<file path="src/rtl/seq_dp_pkg.sv">
// ============================================================================
// Module      : seq_dp_pkg
// Description : Shared opcodes, FSM state encoding and the step-count helper
//               for the seq_data_path accumulator datapath.
// Revision    : 1.0 - initial release
// ============================================================================
`timescale 1ns/1ps
`default_nettype none

package seq_dp_pkg;

  // Opcodes (3-bit OP field); 5..7 are reserved and behave as no-ops.
  localparam logic [2:0] OP_NEG  = 3'd0;
  localparam logic [2:0] OP_MULK = 3'd1;
  localparam logic [2:0] OP_DUP  = 3'd2;
  localparam logic [2:0] OP_ABS  = 3'd3;
  localparam logic [2:0] OP_ROL  = 3'd4;

  // Sequencer states
  localparam logic [1:0] ST_IDLE = 2'd0;
  localparam logic [1:0] ST_EXEC = 2'd1;
  localparam logic [1:0] ST_DONE = 2'd2;

  // Number of EXEC steps an opcode needs. Reserved opcodes need none and go
  // straight from the accept edge to DONE.
  function automatic int op_steps(input logic [2:0] op, input int kw);
    case (op)
      OP_NEG, OP_DUP, OP_ABS, OP_ROL: return 1;
      OP_MULK:                        return kw;
      default:                        return 0;
    endcase
  endfunction

endpackage

`default_nettype wire

</file>
<file path="src/rtl/seq_dp_step.sv">
// ============================================================================
// Module      : seq_dp_step
// Description : Combinational ALU/shifter for seq_data_path. Produces the
//               value loaded into REG on the accept edge and the value of one
//               EXEC step applied to REG.
// Config      : SEQ_DP_OVF_EN adds the step_ovf output (overflow of a step).
// Ports       : ld_op/inp    - incoming opcode and operand (load value)
//               op/reg_val/opnd/shamt/cycle - latched context for a step
//               load_val     - REG value on accept
//               step_val     - REG value after one step
//               step_ovf     - step overflowed (SEQ_DP_OVF_EN only)
// Revision    : 1.0 - initial release
// ============================================================================
`timescale 1ns/1ps
`default_nettype none

module seq_dp_step
  import seq_dp_pkg::*;
#(
  parameter int WIDTH = 8,
  parameter int MUL_K = 10,
  parameter int KW    = 4,
  parameter int CYCW  = 4
) (
  input  logic [2:0]               ld_op,
  input  logic [WIDTH-1:0]         inp,
  input  logic [2:0]               op,
  input  logic [WIDTH-1:0]         reg_val,
  input  logic [WIDTH-1:0]         opnd,
  input  logic [$clog2(WIDTH)-1:0] shamt,
  input  logic [CYCW-1:0]          cycle,
  output logic [WIDTH-1:0]         load_val,
  output logic [WIDTH-1:0]         step_val
`ifdef SEQ_DP_OVF_EN
  ,
  output logic                     step_ovf
`endif
);

  localparam logic [KW-1:0]    C_MULK     = KW'(MUL_K);
  localparam logic [WIDTH-1:0] C_LOW_MASK = {{(WIDTH/2){1'b0}}, {(WIDTH/2){1'b1}}};

  logic mulk_bit;
  logic [WIDTH-1:0] rot;

`ifdef SEQ_DP_OVF_EN
  localparam logic [WIDTH-1:0] C_MIN = {1'b1, {(WIDTH-1){1'b0}}};
  // Double-width shift keeps the bits pushed out of OPND so they can be
  // reported; the extra sum bit is the carry out of the add.
  logic [2*WIDTH-1:0] shifted;
  logic [WIDTH:0]     sum;
`else
  logic [WIDTH-1:0]   shifted;
  logic [WIDTH-1:0]   sum;
`endif

  always_comb begin
    // Bit of MUL_K scanned by the current step
    mulk_bit = 1'b0;
    for (int i = 0; i < KW; i++) begin
      if (int'(cycle) == i) mulk_bit = C_MULK[i];
    end

`ifdef SEQ_DP_OVF_EN
    shifted = {{WIDTH{1'b0}}, opnd} << cycle;
    sum     = {1'b0, reg_val} + {1'b0, shifted[WIDTH-1:0]};
`else
    shifted = opnd << cycle;
    sum     = reg_val + shifted;
`endif

    // Rotate; a shift by WIDTH yields zero, so shamt=0 leaves reg_val intact
    rot = (reg_val << shamt) | (reg_val >> (32'(WIDTH) - 32'(shamt)));

    // Load value: reserved opcodes keep REG unchanged
    case (ld_op)
      OP_NEG:  load_val = ~inp;
      OP_MULK: load_val = '0;
      OP_DUP:  load_val = inp & C_LOW_MASK;
      OP_ABS:  load_val = inp;
      OP_ROL:  load_val = inp;
      default: load_val = reg_val;
    endcase

    step_val = reg_val;
`ifdef SEQ_DP_OVF_EN
    step_ovf = 1'b0;
`endif
    case (op)
      OP_NEG:  step_val = reg_val + WIDTH'(1);
      OP_MULK: begin
        if (mulk_bit) begin
          step_val = sum[WIDTH-1:0];
`ifdef SEQ_DP_OVF_EN
          step_ovf = sum[WIDTH] | (|shifted[2*WIDTH-1:WIDTH]);
`endif
        end
      end
      OP_DUP:  step_val = reg_val | (reg_val << (WIDTH/2));
      OP_ABS:  begin
        step_val = reg_val[WIDTH-1] ? (~reg_val + WIDTH'(1)) : reg_val;
`ifdef SEQ_DP_OVF_EN
        // The most negative value has no positive counterpart
        step_ovf = (reg_val == C_MIN);
`endif
      end
      OP_ROL:  step_val = rot;
      default: step_val = reg_val;
    endcase
  end

endmodule

`default_nettype wire

</file>
<file path="src/rtl/seq_data_path.sv">
// ============================================================================
// Module      : seq_data_path
// Description : Handshaked accumulator datapath. START (in IDLE/DONE) latches
//               OP/INP/SHAMT and loads REG; the FSM then runs op_steps(OP)
//               EXEC steps through seq_dp_step and pulses DONE for one cycle.
// Config      : SEQ_DP_OVF_EN adds the sticky OVF output, valid with DONE.
// Ports       : clk      - rising-edge clock
//               reset_n  - asynchronous active-low reset
//               start    - request, honoured only in IDLE/DONE
//               op/inp/shamt - opcode, operand, rotate amount (with start)
//               busy     - sequence executing
//               done     - one-cycle completion pulse
//               reg_out  - accumulator contents
//               cycle    - EXEC step index, 0 outside EXEC
//               ovf      - overflow flag (SEQ_DP_OVF_EN only)
// Revision    : 1.0 - initial release
// ============================================================================
`timescale 1ns/1ps
`default_nettype none

module seq_data_path
  import seq_dp_pkg::*;
#(
  parameter int WIDTH = 8,
  parameter int MUL_K = 10,
  parameter int KW    = 4,
  parameter int CYCW  = 4
) (
  input  logic                     clk,
  input  logic                     reset_n,
  input  logic                     start,
  input  logic [2:0]               op,
  input  logic [WIDTH-1:0]         inp,
  input  logic [$clog2(WIDTH)-1:0] shamt,
  output logic                     busy,
  output logic                     done,
  output logic [WIDTH-1:0]         reg_out,
  output logic [CYCW-1:0]          cycle
`ifdef SEQ_DP_OVF_EN
  ,
  output logic                     ovf
`endif
);

  localparam int SHW = $clog2(WIDTH);

  logic [1:0]       state_q, state_d;
  logic [2:0]       op_q, op_d;
  logic [WIDTH-1:0] opnd_q, opnd_d;
  logic [SHW-1:0]   shamt_q, shamt_d;
  logic [WIDTH-1:0] reg_q, reg_d;
  logic [CYCW-1:0]  cycle_q, cycle_d;

  logic [WIDTH-1:0] load_val;
  logic [WIDTH-1:0] step_val;
  logic             accept;
  logic             last_step;

`ifdef SEQ_DP_OVF_EN
  logic ovf_q, ovf_d;
  logic step_ovf;
`endif

  seq_dp_step #(
    .WIDTH (WIDTH),
    .MUL_K (MUL_K),
    .KW    (KW),
    .CYCW  (CYCW)
  ) u_step (
    .ld_op    (op),
    .inp      (inp),
    .op       (op_q),
    .reg_val  (reg_q),
    .opnd     (opnd_q),
    .shamt    (shamt_q),
    .cycle    (cycle_q),
    .load_val (load_val),
    .step_val (step_val)
`ifdef SEQ_DP_OVF_EN
    ,
    .step_ovf (step_ovf)
`endif
  );

  always_comb begin
    state_d = state_q;
    op_d    = op_q;
    opnd_d  = opnd_q;
    shamt_d = shamt_q;
    reg_d   = reg_q;
    cycle_d = cycle_q;
`ifdef SEQ_DP_OVF_EN
    ovf_d   = ovf_q;
`endif

    accept    = start && (state_q != ST_EXEC);
    last_step = (int'(cycle_q) == op_steps(op_q, KW) - 1);

    if (accept) begin
      op_d    = op;
      opnd_d  = inp;
      shamt_d = shamt;
      reg_d   = load_val;
      cycle_d = '0;
`ifdef SEQ_DP_OVF_EN
      ovf_d   = 1'b0;
`endif
      // Zero-step (reserved) opcodes complete without entering EXEC
      state_d = (op_steps(op, KW) == 0) ? ST_DONE : ST_EXEC;
    end else begin
      case (state_q)
        ST_EXEC: begin
          reg_d = step_val;
`ifdef SEQ_DP_OVF_EN
          ovf_d = ovf_q | step_ovf;
`endif
          if (last_step) begin
            state_d = ST_DONE;
            cycle_d = '0;
          end else begin
            cycle_d = cycle_q + CYCW'(1);
          end
        end
        default: state_d = ST_IDLE;
      endcase
    end
  end

  always_ff @(posedge clk or negedge reset_n) begin
    if (!reset_n) begin
      state_q <= ST_IDLE;
      op_q    <= '0;
      opnd_q  <= '0;
      shamt_q <= '0;
      reg_q   <= '0;
      cycle_q <= '0;
`ifdef SEQ_DP_OVF_EN
      ovf_q   <= 1'b0;
`endif
    end else begin
      state_q <= state_d;
      op_q    <= op_d;
      opnd_q  <= opnd_d;
      shamt_q <= shamt_d;
      reg_q   <= reg_d;
      cycle_q <= cycle_d;
`ifdef SEQ_DP_OVF_EN
      ovf_q   <= ovf_d;
`endif
    end
  end

  assign busy    = (state_q == ST_EXEC);
  assign done    = (state_q == ST_DONE);
  assign reg_out = reg_q;
  assign cycle   = cycle_q;
`ifdef SEQ_DP_OVF_EN
  assign ovf     = ovf_q;
`endif

endmodule

`default_nettype wire

</file>
<file path="config.mk">
export PLATFORM = sky130hd
export DESIGN_NAME = seq_data_path
export DESIGN_NICKNAME = d
export VERILOG_FILES = /design/src/rtl/seq_dp_pkg.sv /design/src/rtl/seq_dp_step.sv /design/src/rtl/seq_data_path.sv
export SDC_FILE = /design/constraint.sdc
export NUM_CORES = 1
export LEC_CHECK = 0
export ABC_CLOCK_PERIOD_IN_PS = 4600
export CAP_MARGIN = 15
export CORE_ASPECT_RATIO = 1.75
export CORE_MARGIN = 3
export CORE_UTILIZATION = 55
export DETAILED_ROUTE_END_ITERATION = 8
export GPL_TIMING_DRIVEN = 0
export HOLD_SLACK_MARGIN = 0.03
export PLACE_DENSITY = 0.82
export SLEW_MARGIN = 25
export SYNTH_ARGS = -nofsm -noshare
export SYNTH_HDL_FRONTEND = slang
export SYNTH_SLANG_ARGS = --single-unit
</file>
<file path="constraint.sdc">
create_clock -name clk -period 4.6 [get_ports clk]
set_input_delay 0.46 -clock clk [delete_from_list [all_inputs] [get_ports clk]]
set_output_delay 0.46 -clock clk [all_outputs]
set_load 0.02 [all_outputs]
</file>
; Word level (Yosys, flattened, before mapping)
; Index checks and enable logic that the tools add are counted.
[classes]
n_addsub = 6
eq_ne = 19
shifts = 3
muxes = 19
n_bitwise = 4
reduce_logical = 11
[ops]
columns = cell, n
row1 = one-hot mux 8 bit (5 select lines), 1
row2 = == test 5 x 32 -> 1 bit, 1
row3 = zero test 32 bit, 1
row4 = two-way mux 32 bit, 1
row5 = two-way mux 8 bit, 4
row6 = one-hot mux 8 bit (4 select lines), 1
row7 = right shift 8 x 32 -> 8 bit, 1
row8 = "subtractor 32 x 2 -> 32 bit, second input constant", 1
row9 = "adder 8 x 1 -> 8 bit, second input constant", 2
row10 = inverter 8 bit, 2
row11 = bitwise OR 8 bit, 2
row12 = "== test 3 x 2 -> 1 bit, second input constant", 4
row13 = two-way mux 4 bit, 3
row14 = one-hot mux 3 bit (2 select lines), 2
row15 = adder 8 bit, 1
row16 = "== test 4 x 3 -> 1 bit, second input constant", 2
row17 = two-way mux 2 bit, 4
row18 = OR reduction 4 bit, 2
row19 = left shift 8 x 3 -> 8 bit, 1
row20 = left shift 8 x 4 -> 8 bit, 1
row21 = "== test 3 x 1 -> 1 bit, second input constant", 2
row22 = "== test 3 bit, second input constant", 2
row23 = zero test 3 bit, 2
row24 = nonzero test 6 bit, 1
row25 = 16 further kinds, 18
[word_totals]
register_bits = 28
inputBits = 17
out_inout_bits = 14
elab_cells = 69

; Logic depth before layout (Yosys ltp)
[logic_depth]
word_depth = 8
depth_mapped = 13
ltp_nobuf = 12

; Modules after synthesis
; From an unflattened synthesis, not the netlist that was laid out.
[hier_totals]
hier_cells = 424
hier_area_um2 = 3587.2
[by_module_without_submodules]
columns = module, instances, cells_each, area_each_um2, seq_area_each_um2
row1 = seq_dp_step, 1, 318, 2267.2, 0.0
row2 = seq_data_path, 1, 106, 1320.0, 700.7

; Worst setup path after synthesis
; OpenSTA, ideal clock, no wires.
[synth_path]
kind = register -> register
startpoint = register cycle_q[1], in the netlist cycle[1]
endpoint = register reg_q[6], in the netlist reg_out[6]
setup_time_ns = 0.124
t_arrival_ns = 2.614
required_ns = 4.476
setup_slack_ns = 1.862
stages_incl_launch_ff = 13
n_path_buf = 1
period_less_slack_ns = 2.738
cell_sequence = dfrtp_1 > buf_6 > mux2_2 > a21oi_1 > mux2_2 > nor2_1 > ha_1 > o21a_1 > o31a_1 > o21ai_0 > nor4b_1 > nor4b_1 > a211o_1
[synth_via]
elab_chain_cells = 6
elab_cells_between_ends = 14
cone_classes = 1 x add/sub / 4 x eq/ne / 1 x shift / 7 x mux / 1 x reduce/logical
[synth_rtl]
columns = element, line_no
row1 = "start, declared", seq_data_path.sv:52  ; logic [CYCW-1:0] cycle_q, cycle_d;
row2 = "start signal, assigned", seq_data_path.sv:146  ; cycle_q <= cycle_d;
row3 = left shift 8 x 4 -> 8 bit or == test 4 x 2 -> 1 bit (tied branches), "seq_dp_step.sv:68, seq_dp_step.sv:61"
row4 = adder 8 bit or two-way mux 1 bit (tied branches), "seq_dp_step.sv:69, seq_dp_step.sv:61"
row5 = two-way mux 8 bit or two-way mux 1 bit (tied branches), "seq_dp_step.sv:92, seq_dp_step.sv:61"
row6 = one-hot mux 8 bit (5 select lines) or two-way mux 1 bit (tied branches), "seq_dp_step.sv:89, seq_dp_step.sv:61"
row7 = two-way mux 8 bit or != test 3 x 2 -> 1 bit (tied branches), -
row8 = two-way mux 8 bit or AND reduction 5 bit (tied branches), -
row9 = "end signal, assigned", seq_data_path.sv:145  ; reg_q <= reg_d;
row10 = "end, declared", seq_data_path.sv:51  ; logic [WIDTH-1:0] reg_q, reg_d;
; Parallel ways exist; a longest one is shown, timed or not. The select of a mux whose other input is x is not followed.
; A chain may end at the register's enable or synchronous reset.

; Final worst setup path
[layout_path]
startpoint = register shamt_q[0]
endpoint = register reg_q[2], in the netlist reg_out[2]
[layout_via]
elab_chain_cells = 6
elab_cells_between_ends = 7
cone_classes = 1 x add/sub / 2 x shift / 3 x mux / 1 x bitwise
[layout_rtl]
columns = element, line_no
row1 = "start, declared", seq_data_path.sv:50  ; logic [SHW-1:0] shamt_q, shamt_d;
row2 = "start signal, assigned", seq_data_path.sv:144  ; shamt_q <= shamt_d;
row3 = subtractor 4 x 3 -> 5 bit, seq_dp_step.sv:73  ; rot = (reg_val << shamt) | (reg_val >> (32'(WIDTH) - 32'(shamt)));
row4 = right shift 8 x 32 -> 8 bit, seq_dp_step.sv:73
row5 = bitwise OR 8 bit (*), seq_dp_step.sv:73
row6 = one-hot mux 8 bit (5 select lines) (*), seq_dp_step.sv:89  ; case (op)
row7 = two-way mux 8 bit (*), seq_data_path.sv:111  ; case (state_q)
row8 = two-way mux 8 bit (*), seq_data_path.sv:99  ; if (accept) begin
; Mark *: on every way between the ends. The rest lies on a longest branch, timed or not. The select of a mux whose other input is x is not followed.

==> key figures <==
Status
  – Status: completed

Synthesis
  – Warnings from Yosys: 0
  – Yosys top cell by area: dfrtp_1
  – Sequential fraction of the synthesis area: 0.2300
  – Mean post-synth cell area: 7.934 um^2
  – Post-synth EDFFs: 0
  – Net Count, Synth: 415
  – Synth top area share: 0.2300
  – Synth Register Bits: 28
  – Netlist Area Pre-Place: 3047 um^2
  – Async S/R FF share, synth: 1.000
  – Synth Instances: 384
  – Count of cell types in the netlist: 64
  – Main flop type after synthesis: dfrtp_1
  – Largest cells by area after synthesis: dfrtp_1 (23%), nand2_1 (8.0%), mux2i_1 (6.9%), o21ai_0 (5.4%), ha_1 (5.3%)

Drt
  – Via/cell ratio: 6.284
  – DRT Pass-1 Iters: 5
  – DRC viols: 0
  – Via Count: 3079
  – Starting DRT DRC Count: 257
  – Antenna viol nets, final: 0
  – Routed len/inst: 18.37 um
  – Post-Route WL: 9.000 mm

STA
  – Endpoints failing setup: 0
  – Fin crit share: 0.6896
  – Fmax achieved: 0.3153 GHz
  – Setup WS post-layout: 1.428 ns
  – Fin Hold WS: 0.1672 ns
  – Slew @ Worst Pin: 0.8331 ns
  – Skew final: 0.007159 ns
  – Pins Over Slew Limit: 0
  – RSZ-0062 raised after global routing: false
  – Final hold vios: 0
  – Minimum clock period: 3.172 ns
  – Max transition margin: 0.4434
  – Setup tns final: 0 ns

Finish
  – Final #Nets: 448
  – P&R area growth vs syn: 14.41%
  – FILL cells: 483
  – Number of diodes: 0
  – Layout cell share with drive strength beyond 1: 0.09135

Global routing
  – Antenna violations before repair: 0
  – Largest net degree at the start of global routing: 29
  – First-pass GRT wire length: 14.94 mm
  – GRT overflow: 0
  – Vias in the first global route: 3131
  – Gr usage total: 0.2845

CTS
  – # Post-CTS Setup Buffers: 0
  – # H-tree levels: 1
  – CTS buffer count: 3
  – Clock latency on the worst-skew pair: 0.29 ns
  – CTS tree: yes
  – Clk slew on worst S/H paths: 0.11 ns
  – Clock root buffer: clkbuf_8
  – Post-CTS Hold Buffers: 0
  – CTS max path bufs: 2
  – # clock sinks: 28
  – Post-CTS sizing: 0

Placement
  – Port Buffers: 28
  – Detailed Place HPWL: 7.131 mm
  – DP Worst Slack: 1.469 ns
  – Final Wtd Congestion: 0.9495

Worst setup path
  – CP Data Arrival Time: 3.33 ns
  – R2r setup slk: 1.43 ns
  – R2r startpoint: shamt_q[0]
  – Setup CP Type: flop to flop
  – R2R depth: 11
  – Crit start category: flop
  – CP required: 4.76 ns
  – CP Capture Type: flop
  – Worst r2r dst: reg_out[2]
  – Worst Setup SP: shamt_q[0]
  – CP Max Fanout: 10

Pwr
  – PwrDens: 763.2 nW/um^2
  – Max VDD drop: 0.0003660 V
  – Leak: 1.449 nW
  – Tot Pwr: 0.002660 W

Floorplanning
  – Die height: 104.5 um
  – Core Box Area: 5299 um^2
  – Ports: 31
  – Initial Util: 0.5750
  – Die area: 6503 um^2
  – Die W: 62.26 um
  – Rows: 35

Hold path
  – Hold WC Path Type: input port to asynchronous set/reset pin

Flow run
  – Max Cap Viol: 0
## report_power, final
part / total (W) / leakage, nW / internal [W] / switching [W]
registers: 0.000480 / 0.350 / 0.000358 / 0.000121
logic: 0.00198 / 1.06 / 0.000831 / 0.00115
clock network: 0.000203 / 0.0357 / 0.000117 / 0.0000865
total: 0.00266 / 1.45 / 0.00131 / 0.00135
## layer usage
metal,global-route usage,wire length (um)
met5,0,0
met4,0.2022,677
met3,0.02919,301
met2,0.5301,4796
met1,0.2872,3225
## placed cells by master, fill, tap and decap left out, types with 3 or more instances in the layout
cell / synthesis / layout
clkbuf_1: 15 / 15
dfrtp_1: 28 / 28
inv_1: 17 / 17
nand3_1: 3 / 3
o22ai_1: 3 / 3
buf_2: 7 / 8
mux2_2: 8 / 8
nor2b_1: 5 / 5
mux4_2: 7 / 7
clkdlybuf4s50_1: 0 / 27
mux2i_1: 21 / 21
nor3_1: 11 / 11
ha_1: 13 / 13
o31ai_1: 5 / 5
a211oi_1: 5 / 5
xor2_1: 9 / 9
a221oi_1: 4 / 4
nand2b_1: 8 / 8
nor3b_1: 6 / 6
clkbuf_8: 0 / 3
a21oi_1: 20 / 20
a221o_1: 3 / 3
or3_1: 4 / 4
nor2_1: 25 / 25
a21o_1: 3 / 3
nand2_1: 65 / 65
xnor2_1: 7 / 7
o21ai_0: 33 / 33
o211ai_1: 6 / 6
## worst max-delay path by stage
stage | end | cells after the start
after floorplan | reg_out[6] | 12
after global placement | reg_out[2] | 11
after detailed placement | reg_out[7] | 11
after CTS | reg_out[7] | 11
after global routing | reg_out[2] | 11
final | reg_out[2] | 11
## worst max-delay path, stage by stage (launching register included)
cell and delay, ns:
dfrtp_1 0.41, buf_2 0.29, buf_2 0.29, inv_1 0.12, ha_1 0.29, clkbuf_1 0.44, mux4_2 0.38, and2_0 0.16
o21ai_0 0.28, a21oi_1 0.14, o21ai_0 0.16, o21ai_0 0.08
## stage by stage
| step | util | std cells | cell area [um^2] |
|---|---|---|---|
| after floorplan | - | 384 | 3047 |
| after global placement | 0.6453 | 486 | 3420 |
| after detailed placement | 0.6444 | 486 | 3415 |
| after CTS | 0.6579 | 490 | 3486 |
| after global routing | 0.6579 | 490 | 3486 |
| final | 0.6579 | 490 | 3486 |
## logic make-up after synthesis
| group | count (synthesis) | share of synthesized area |
|---|---|---|
| adders and majority gates | 14 | 0.05996 |
| DFF | 28 | 0.2300 |
| AOI/OAI and AO/OA | 103 | 0.2201 |
| xor gates and xnor gates | 17 | 0.05134 |
| and+or+nand+nor | 141 | 0.2197 |
| buffers and inverters | 45 | 0.06858 |
| muxes | 36 | 0.1503 |
## cells in the mapped netlist (3+ instances only)
cell,number
nor3b_1,6
buf_2,7
xor2_1,9
mux4_2,7
nand2b_1,8
o211ai_1,6
xnor2_1,7
mux2i_1,21
nand3_1,3
a21oi_1,20
nand2_1,65
a221o_1,3
o22ai_1,3
nor2_1,25
dfrtp_1,28
a211oi_1,5
or3_1,4
clkbuf_1,15
a21o_1,3
inv_1,17
o31ai_1,5
a221oi_1,4
ha_1,13
mux2_2,8
nor3_1,11
o21ai_0,33
nor2b_1,5
## flip-flops by register name, summed over array words and instances, names as in the netlist
signal   cells
opnd_q       8
reg_out      8
cycle        4
op_q         3
shamt_q      3
state_q      2
## layout make-up
cell class | count | area, um^2 | share of cell area
Buffer | 28 | 145.1 | 0.04164
Clock buffer | 3 | 41.29 | 0.01184
Clock inverter | 1 | 30.03 | 0.008615
Inverter | 17 | 63.81 | 0.01831
Multi-Input combinational cell | 311 | 2137 | 0.6131
Sequential cell | 28 | 700.7 | 0.2010
Tap cell | 74 | 92.59 | 0.02656
Timing Repair Buffer | 28 | 275.3 | 0.07897
Power figures use the tool's default switching activity.
